[src/rtl/rf_write_arbiter_pkg.sv]
`default_nettype none
// ============================================================================
// Module  : rf_write_arbiter_pkg
// Brief   : Shared constants and types for the register-file write arbiter.
// Revision: 1.0  initial release
// ============================================================================
package rf_write_arbiter_pkg;

  // Register numbers are 5 bits wide (32 architectural registers).
  localparam int RN_W = 5;

  // Register 0 is hard-wired; writes to it may be swallowed.
  localparam logic [RN_W-1:0] REG_ZERO = 5'd0;

  // Burst counter width; wide enough for MAX_BURST up to 255.
  localparam int CNT_W = 8;

  // Arbiter state encoding.
  typedef enum logic [0:0] {
    ST_IDLE  = 1'b0,
    ST_GRANT = 1'b1
  } state_t;

  // Width of a requester index; never below one bit.
  function automatic int ptr_width(input int n);
    return (n > 1) ? $clog2(n) : 1;
  endfunction

endpackage
`default_nettype wire

[src/rtl/en_dff.sv]
`default_nettype none
// ============================================================================
// Module  : en_dff
// Brief   : Enabled D flip-flop with synchronous active-low reset.
// Revision: 1.0  initial release
// ============================================================================
module en_dff #(
  parameter int           W       = 1,
  parameter logic [W-1:0] RST_VAL = '0
) (
  input  logic         clock,
  input  logic         reset,
  input  logic         en,
  input  logic [W-1:0] d,
  output logic [W-1:0] q
);

  // Load d when enabled; reset wins over enable.
  always_ff @(posedge clock) begin
    if (!reset) begin
      q <= RST_VAL;
    end else if (en) begin
      q <= d;
    end
  end

endmodule
`default_nettype wire

[src/rtl/rf_write_arbiter_rr_pick.sv]
`default_nettype none
// ============================================================================
// Module  : rr_pick
// Brief   : Combinational round-robin picker. Returns the first requester at
//           or above rr_ptr (wrapping to 0) as a one-hot vector.
// Revision: 1.0  initial release
// ============================================================================
module rr_pick #(
  parameter int N_REQ = 4,
  parameter int PTR_W = 2
) (
  input  logic [N_REQ-1:0] req,
  input  logic [PTR_W-1:0] rr_ptr,
  output logic [N_REQ-1:0] winner,
  output logic             valid
);

  localparam logic [N_REQ-1:0] ONE = N_REQ'(1);

  logic [N_REQ-1:0] mask_hi;
  logic [N_REQ-1:0] req_hi;

  // Split requests into those at/above the pointer and isolate the lowest
  // set bit of the preferred group (x & -x); fall back to the full vector
  // when nothing is at or above the pointer, which gives the wrap-around.
  always_comb begin
    mask_hi = ~((ONE << rr_ptr) - ONE);
    req_hi  = req & mask_hi;
    if (req_hi != '0) begin
      winner = req_hi & (~req_hi + ONE);
    end else begin
      winner = req & (~req + ONE);
    end
    valid = (req != '0);
  end

endmodule
`default_nettype wire

[src/rtl/rf_write_arbiter.sv]
`default_nettype none
// ============================================================================
// Module  : rf_write_arbiter
// Brief   : Round-robin burst arbiter sharing one register-file write port
//           among N_REQ requesters; muxes the winner's regnum/data.
// Revision: 1.0  initial release
// ============================================================================
module rf_write_arbiter
  import rf_write_arbiter_pkg::*;
#(
  parameter int N_REQ     = 4,
  parameter int DATA_W    = 32,
  parameter int MAX_BURST = 8,
  parameter int SKIP_ZERO = 1
) (
  input  logic                    clock,
  input  logic                    reset,
  input  logic [N_REQ-1:0]        req,
  input  logic [N_REQ-1:0]        last,
  input  logic [RN_W*N_REQ-1:0]   regnum,
  input  logic [DATA_W*N_REQ-1:0] wdata,
  output logic [N_REQ-1:0]        gnt,
  output logic                    rf_wr_en,
  output logic [RN_W-1:0]         rf_wr_num,
  output logic [DATA_W-1:0]       rf_wr_data,
  output logic                    busy
);

  localparam int PTR_W = ptr_width(N_REQ);

  // Registered state
  logic [0:0]       state_bits_q;
  state_t           state_q;
  state_t           state_d;
  logic [N_REQ-1:0] gnt_q;
  logic [N_REQ-1:0] gnt_d;
  logic [PTR_W-1:0] rr_ptr_q;
  logic [PTR_W-1:0] rr_ptr_d;
  logic [CNT_W-1:0] burst_cnt_q;
  logic [CNT_W-1:0] burst_cnt_d;
  logic             rr_ptr_en;
  logic             burst_cnt_en;

  // Picker results
  logic [N_REQ-1:0] pick_onehot;
  logic             pick_valid;

  // Granted-requester view
  logic [RN_W-1:0]   num_slice  [N_REQ];
  logic [DATA_W-1:0] data_slice [N_REQ];
  logic [PTR_W-1:0]  gnt_idx;
  logic              sel_req;
  logic              sel_last;
  logic [RN_W-1:0]   sel_num;
  logic [DATA_W-1:0] sel_data;

  logic accept;
  logic release_now;

  assign state_q = state_t'(state_bits_q);

  // Unpack the per-requester register number and data lanes.
  for (genvar i = 0; i < N_REQ; i++) begin : g_lane
    assign num_slice[i]  = regnum[RN_W*i +: RN_W];
    assign data_slice[i] = wdata[DATA_W*i +: DATA_W];
  end

  rr_pick #(
    .N_REQ (N_REQ),
    .PTR_W (PTR_W)
  ) u_rr_pick (
    .req    (req),
    .rr_ptr (rr_ptr_q),
    .winner (pick_onehot),
    .valid  (pick_valid)
  );

  // Select the granted requester's controls and lanes; zero when idle.
  always_comb begin
    gnt_idx  = '0;
    sel_num  = '0;
    sel_data = '0;
    for (int i = 0; i < N_REQ; i++) begin
      if (gnt_q[i]) begin
        gnt_idx  = gnt_idx | PTR_W'(i);
        sel_num  = sel_num | num_slice[i];
        sel_data = sel_data | data_slice[i];
      end
    end
    sel_req  = |(req & gnt_q);
    sel_last = |(last & gnt_q);
  end

  // A write is taken only while granted with req held, never during reset.
  assign accept = (state_q == ST_GRANT) && sel_req && reset;

  // Next-state: arbitrate in IDLE, count and release bursts in GRANT.
  always_comb begin
    state_d      = state_q;
    gnt_d        = gnt_q;
    rr_ptr_d     = rr_ptr_q;
    burst_cnt_d  = burst_cnt_q;
    release_now  = 1'b0;
    burst_cnt_en = 1'b0;
    case (state_q)
      ST_IDLE: begin
        if (pick_valid) begin
          state_d      = ST_GRANT;
          gnt_d        = pick_onehot;
          burst_cnt_d  = '0;
          burst_cnt_en = 1'b1;
        end
      end
      ST_GRANT: begin
        if (!sel_req) begin
          // Requester abandoned the burst.
          release_now = 1'b1;
        end else begin
          burst_cnt_d  = burst_cnt_q + CNT_W'(1);
          burst_cnt_en = 1'b1;
          if (sel_last || (burst_cnt_q == CNT_W'(MAX_BURST - 1))) begin
            release_now = 1'b1;
          end
        end
      end
      default: begin
        state_d = ST_IDLE;
        gnt_d   = '0;
      end
    endcase
    // Release always passes through IDLE, which yields the bubble cycle.
    if (release_now) begin
      state_d = ST_IDLE;
      gnt_d   = '0;
      if (gnt_idx == PTR_W'(N_REQ - 1)) begin
        rr_ptr_d = '0;
      end else begin
        rr_ptr_d = gnt_idx + PTR_W'(1);
      end
    end
    rr_ptr_en = release_now;
  end

  en_dff #(.W(1), .RST_VAL(1'b0)) u_state_ff (
    .clock (clock),
    .reset (reset),
    .en    (1'b1),
    .d     (state_d),
    .q     (state_bits_q)
  );

  en_dff #(.W(N_REQ), .RST_VAL('0)) u_gnt_ff (
    .clock (clock),
    .reset (reset),
    .en    (1'b1),
    .d     (gnt_d),
    .q     (gnt_q)
  );

  en_dff #(.W(PTR_W), .RST_VAL('0)) u_rr_ptr_ff (
    .clock (clock),
    .reset (reset),
    .en    (rr_ptr_en),
    .d     (rr_ptr_d),
    .q     (rr_ptr_q)
  );

  en_dff #(.W(CNT_W), .RST_VAL('0)) u_burst_cnt_ff (
    .clock (clock),
    .reset (reset),
    .en    (burst_cnt_en),
    .d     (burst_cnt_d),
    .q     (burst_cnt_q)
  );

  // Write port is driven only on an accepted write, otherwise held at zero.
  assign rf_wr_en   = accept && !((SKIP_ZERO != 0) && (sel_num == REG_ZERO));
  assign rf_wr_num  = accept ? sel_num  : '0;
  assign rf_wr_data = accept ? sel_data : '0;
  assign gnt        = gnt_q;
  assign busy       = (state_q == ST_GRANT);

endmodule
`default_nettype wire
[config.mk]
export PLATFORM = sky130hd
export DESIGN_NAME = rf_write_arbiter
export DESIGN_NICKNAME = d
export VERILOG_FILES = /design/src/rtl/rf_write_arbiter_pkg.sv /design/src/rtl/en_dff.sv /design/src/rtl/rf_write_arbiter_rr_pick.sv /design/src/rtl/rf_write_arbiter.sv
export SDC_FILE = /design/constraint.sdc
export NUM_CORES = 1
export LEC_CHECK = 0
export ABC_AREA = 0
export ABC_CLOCK_PERIOD_IN_PS = 5190
export CORE_MARGIN = 3
export CORE_UTILIZATION = 30
export DETAILED_ROUTE_END_ITERATION = 8
export PLACE_DENSITY = 0.87
export SLEW_MARGIN = 20
export SYNTH_ARGS = -nofsm -noshare
export SYNTH_HDL_FRONTEND = slang
export SYNTH_SLANG_ARGS = --single-unit
[constraint.sdc]
create_clock -name clock -period 5.19 [get_ports clock]
set_clock_uncertainty 0.15 [all_clocks]
set_input_delay 0.7785 -clock clock [delete_from_list [all_inputs] [get_ports clock]]
set_output_delay 0.7785 -clock clock [all_outputs]
set_load 0.01 [all_outputs]
Word-level counts from Yosys, hierarchy flattened
Index checks and enable logic that the tools add are counted.

Flip-flop bits (word level): 15. Input port bits: 158. Output and inout bits: 43. Logic and storage cells: 68.

$add $sub $neg: 5. Eq/ne operators: 4. Shifts and indexed selects: 1. Muxes and demuxes: 25. Bitwise gates (word level): 16. Reduce and logical (&&, ||, !) cells: 13.

Operator list (number): $mux 32 (5); $or 32x32->32 (3); $mux 5 (5); $and 4x4->4 (5); $mux 8 (2); $pmux 8 s2 (1); $or 5x5->5 (3); $not 4->4 (3); $add 4x1->4 const B (2); $add 8x1->8 const B (1); $eq 8x3->1 const B (1); $reduce_bool 4->1 (2); $reduce_or 4->1 (2); $mux 1 (7); $mux 2 (3); $logic_not 5->1 (1); $mux 4 (1); $ne 2x2->1 const B (2); $shl 1x2->4 const A (1); $sub 4x1->4 const B (1); $logic_and 1x1->1 (3); $reduce_and 3->1 (1); $add 2x1->2 const B (1); $eq 2x2->1 const B (1); other kinds (6) (7).

Logic depth before layout (Yosys ltp)
Depth after elaboration: 10. Mapped depth: 5. Gate-level depth less buffers: 5.

Hierarchy
From an unflattened synthesis, not the netlist that was laid out.

Cell total of the unflattened synthesis: 258. Area total of the unflattened synthesis: 1919.3 sq um.

By module, submodules not included: rf_write_arbiter (times used 1, cells each 193, area an instance 1241.2 sq um, seq. area each 0.0 sq um); en_dff (u_burst_cnt_ff) (times used 1, cells each 25, area an instance 301.5 sq um, seq. area each 160.2 sq um); en_dff (u_gnt_ff) (times used 1, cells each 13, area an instance 156.4 sq um, seq. area each 80.1 sq um); rr_pick (times used 1, cells each 18, area an instance 111.4 sq um, seq. area each 0.0 sq um); en_dff (u_rr_ptr_ff) (times used 1, cells each 6, area an instance 72.6 sq um, seq. area each 40.0 sq um); en_dff (u_state_ff) (times used 1, cells each 3, area an instance 36.3 sq um, seq. area each 20.0 sq um).

Least setup slack after synthesis
OpenSTA, ideal clock, no wires.

Kind: input port to output port. Start point: input req[1]. End point: output rf_wr_data[10]. Arrival: 1.705 ns. Required time: 4.262 ns. Path slack: 2.557 ns. Cell stages on the path: 4. Buffers on the path: 1. Path through: a22o_2 o211ai_2 clkbuf_1 a21oi_1.

Longest elaborated chain between the ends: 5.

Ends and longest elaborated chain: from (decl) (RTL line rf_write_arbiter.sv:18) `input logic [N_REQ-1:0] req,`; $and 4x4->4 (RTL line rf_write_arbiter.sv:90) `sel_req = |(req & gnt_q);`; $reduce_or 4->1 (RTL line rf_write_arbiter.sv:90); $logic_and 1x1->1 (2 in a row) (RTL line rf_write_arbiter.sv:95) `assign accept = (state_q == ST_GRANT) && sel_req && reset;`; $mux 32 (RTL line rf_write_arbiter.sv:179) `assign rf_wr_data = accept ? sel_data : '0;`; to (decl) (RTL line rf_write_arbiter.sv:25) `output logic [DATA_W-1:0] rf_wr_data,`.

No other way between the ends.

Worst setup path after layout
Start point: input req[1]. End point: output rf_wr_data[2].

Same word-level chain as after synthesis.

==> insert_results.sql <==
INSERT INTO impl_metrics (metric_group, metric, value, unit) VALUES
('synthesis', 'syn_avg_cell_area', '7.23', 'um^2'),
('layout', 'fin_util', '0.690', ''),
('synthesis', 'synth_fp_nets', '405', ''),
('die', 'core_region_area', '5610', 'um^2'),
('worst_setup_path', 'reg2reg_slack', '3.31', 'ns'),
('global_route', 'pin_count_of_the_biggest_net_entering_global_routing', '43', ''),
('global_route', 'first_pass_grt_wire_length', '15.5', 'mm'),
('worst_setup_path', 'regToRegStartpoint', 'u_gnt_ff.q[3]', ''),
('timing', 'setup_tns', '0', 'ns'),
('worst_setup_path', 'crit_path_cell_trace', 'clkdlybuf4s50_1 > a22o_2 > o211ai_4 > buf_4 > a21oi_1 > clkdlybuf4s50_1', ''),
('run', 'max-cap-violations', '0', ''),
('die', 'floorplan.rows', '27', ''),
('status', 'result_of_the_run', 'completed', ''),
('placed_design', 'detailed_place.area', '3820', 'um^2'),
('clock_network', 'post_cts_resize_count', '0', ''),
('power_and_ir_drop', 'power_density', '115', 'nW/um^2'),
('placed_design', 'dpl.hpwl', '8.01', 'mm'),
('worst_setup_path', 'timing.critical_path.slowest_stage_cell', 'sky130_fd_sc_hd__o211ai_4', ''),
('die', 'die_w', '83.0', 'um'),
('worst_setup_path', 'endpoint_kind', 'output pin', ''),
('timing', 'worst_slew_pin_slew', '0.766', 'ns'),
('global_route', 'antenna_found_initial', '1', ''),
('synthesis', 'most_frequent_cell_after_synthesis', 'sky130_fd_sc_hd__a22oi_1', ''),
('drt', 'drc_violation_total_after_the_first_tritonroute_iteration', '186', ''),
('layout', 'synthToLayoutAreaGrowth', '118', '%'),
('synthesis', 'netlist_area', '1780', 'um^2'),
('worst_setup_path', 'count_of_cells_along_the_worst_register_to_register_path', '5', ''),
('clock_network', 'cts_num_sinks', '15', ''),
('timing', 'timing.final.max_slew_violations', '0', ''),
('clock_network', 'clock_latency_reported_for_the_late_side_of_the_worst_skew_pair', '0.25', 'ns'),
('timing', 'worst_slew_margin_rel', '0.487', ''),
('clock_network', 'cts-htree-levels', '1', ''),
('synthesis', 'synth_edf_count', '0', ''),
('global_route', 'via_count_of_the_first_global_routing_pass', '2760', ''),
('layout', 'multi_input_area', '1380', 'um^2'),
('synthesis', 'synth_cell_type_count', '51', ''),
('clock_network', 'clkSlewWorstSetupHoldPaths', '0.06', 'ns'),
('worst_hold_path', 'whs_path_depth', '2', ''),
('clock_network', 'number_of_clock_buffers_inserted_by_tritoncts', '3', ''),
('worst_setup_path', 'timing.critical_path.required', '4.26', 'ns'),
('power_and_ir_drop', 'power_leakage', '1.24', 'nW'),
('placed_design', 'place.port_buffers', '200', ''),
('timing', 'timing.final.crit_period', '4.20', 'ns'),
('worst_setup_path', 'path_max_fanout', '26', ''),
('drt', 'num_vias', '3013', ''),
('placed_design', 'place.gp.congestion', '1.04', ''),
('clock_network', 'tritoncts_clock_tree', 'built', ''),
('timing', 'finalHoldViolations', '0', ''),
('die', 'initial_utilization', '0.317', ''),
('power_and_ir_drop', 'vdd.ir_drop.worst', '0.0876', 'mV'),
('synthesis', 'synth-main-ff-cell', 'sky130_fd_sc_hd__dfxtp_1', ''),
('worst_setup_path', 'critPathKind', 'input pin to output pin', ''),
('timing', 'worst_hold_slack', '0.357', 'ns'),
('worst_setup_path', 'crit-reg2reg-capture', 'u_rr_ptr_ff.q[0]', ''),
('timing', 'grt_setup_unrepaired', 'no', ''),
('drt', 'routedWlPerCell', '20.7', 'um'),
('synthesis', 'synth.top_cell.area_share', '0.279', ''),
('drt', 'antenna_violating_nets_post_route', '0', ''),
('die', 'fp.dieArea', '6890', 'um^2'),
('timing', 'post-route-period-util', '0.810', ''),
('clock_network', 'cts_hold_buffers', '0', ''),
('worst_hold_path', 'worstHoldPathType', 'flip-flop to flip-flop', ''),
('synthesis', 'synthesis.instances', '246', ''),
('worst_setup_path', 'worst_path_largest_cell_delay', '0.65', 'ns'),
('synthesis', 'synth.cells.most_frequent', '66 x sky130_fd_sc_hd__a22oi_1, 38 x sky130_fd_sc_hd__a21oi_1, 15 x sky130_fd_sc_hd__clkbuf_1, 15 x sky130_fd_sc_hd__dfxtp_1, 12 x sky130_fd_sc_hd__nor2_1', ''),
('drt', 'drt-vias-per-instance', '5.99', ''),
('die', 'top_level_ports', '201', ''),
('timing', 'timing.fmax', '0.238', 'GHz'),
('layout', 'num-fill-cells', '479', ''),
('drt', 'routed_wirelength', '10.4', 'mm'),
('global_route', 'grt.overflow.total', '0', '');
-- worst max-delay path, delay by kind of cell --
kind / cells / cell delay, ns
buf+inv: 3 / 1.37
compound gates: 3 / 1.10
-- flip-flops by register name (all words and copies together) (netlist names) --
register / count
u_gnt_ff.q: 4
u_rr_ptr_ff.q: 2
u_state_ff.q: 1
u_burst_cnt_ff.q: 8
-- cell type report --
| type | instances | share of cell area |
|---|---|---|
| Multi-Input combinational cell | 203 | 0.356 |
| Inverter | 4 | 0.00388 |
| Clock inverter | 1 | 0.00129 |
| Timing Repair Buffer | 205 | 0.527 |
| Tap cell | 72 | 0.0233 |
| Clock buffer | 3 | 0.0107 |
| Sequential cell | 15 | 0.0776 |
-- report_power, final --
| part | switching, mW | total [mW] | internal, mW |
|---|---|---|---|
| Combinational | 0.0785 | 0.219 | 0.141 |
| Sequential | 0.00864 | 0.128 | 0.119 |
| Clock | 0.0425 | 0.0956 | 0.0531 |
-- metal layers --
layer  vias to the layer above  global-route usage  share of wire
li1                       1383                   -              -
met1                      1407               0.359           0.39
met2                       202               0.472           0.49
met3                        19              0.0615          0.095
met4                         2              0.0475          0.017
met5                         -                   0        0.00086
-- cell families after synthesis --
group,Yosys count,share of synthesized area
AND/OR/NAND/NOR,50,0.153
XOR/XNOR,3,0.0148
flip-flops,15,0.169
adder cells (fa/ha/maj),1,0.00704
buffers and inverters,28,0.0619
multiplexers,1,0.00563
AO/OA/AOI/OAI,148,0.589
-- how the worst max path moves through the flow --
stage	from	end	slack [ns]	cells past startpoint
2_1_floorplan	req[1]	rf_wr_data[10]	2.56	4
3_3_place_gp	req[1]	rf_wr_data[2]	1.10	6
3_5_place_dp	req[1]	rf_wr_data[2]	1.04	6
4_1_cts	req[1]	rf_wr_data[2]	1.04	6
5_1_grt	req[1]	rf_wr_data[13]	0.90	6
6_report	req[1]	rf_wr_data[2]	0.99	6
-- through the flow --
step / instances / setup WS, ns
6_report: 503 / 0.988
5_1_grt: 503 / 0.898
4_1_cts: 503 / 1.04
3_5_place_dp: 499 / 1.04
3_3_place_gp: 499 / 1.10
2_1_floorplan: 246 / 2.56
-- cells in the final DEF, fill, tap and decap left out, drive strengths merged, types with 2 or more instances in the layout --
| master | instances |
|---|---|
| nand2b | 2 |
| a221oi | 5 |
| nor3 | 2 |
| o2111ai | 3 |
| nand2 | 6 |
| xnor2 | 2 |
| a21oi | 39 |
| o211ai | 4 |
| nand3 | 7 |
| and3 | 8 |
| clkbuf | 3 |
| o21ai | 6 |
| dfxtp | 15 |
| nor4 | 2 |
| inv | 4 |
| o31ai | 2 |
| nor2 | 12 |
| a21o | 2 |
| or4 | 2 |
| clkdlybuf4s50 | 200 |
| o2bb2ai | 2 |
| a22o | 10 |
| a22oi | 66 |
| or3 | 3 |
| buf | 5 |
Power figures use the tool's default switching activity.
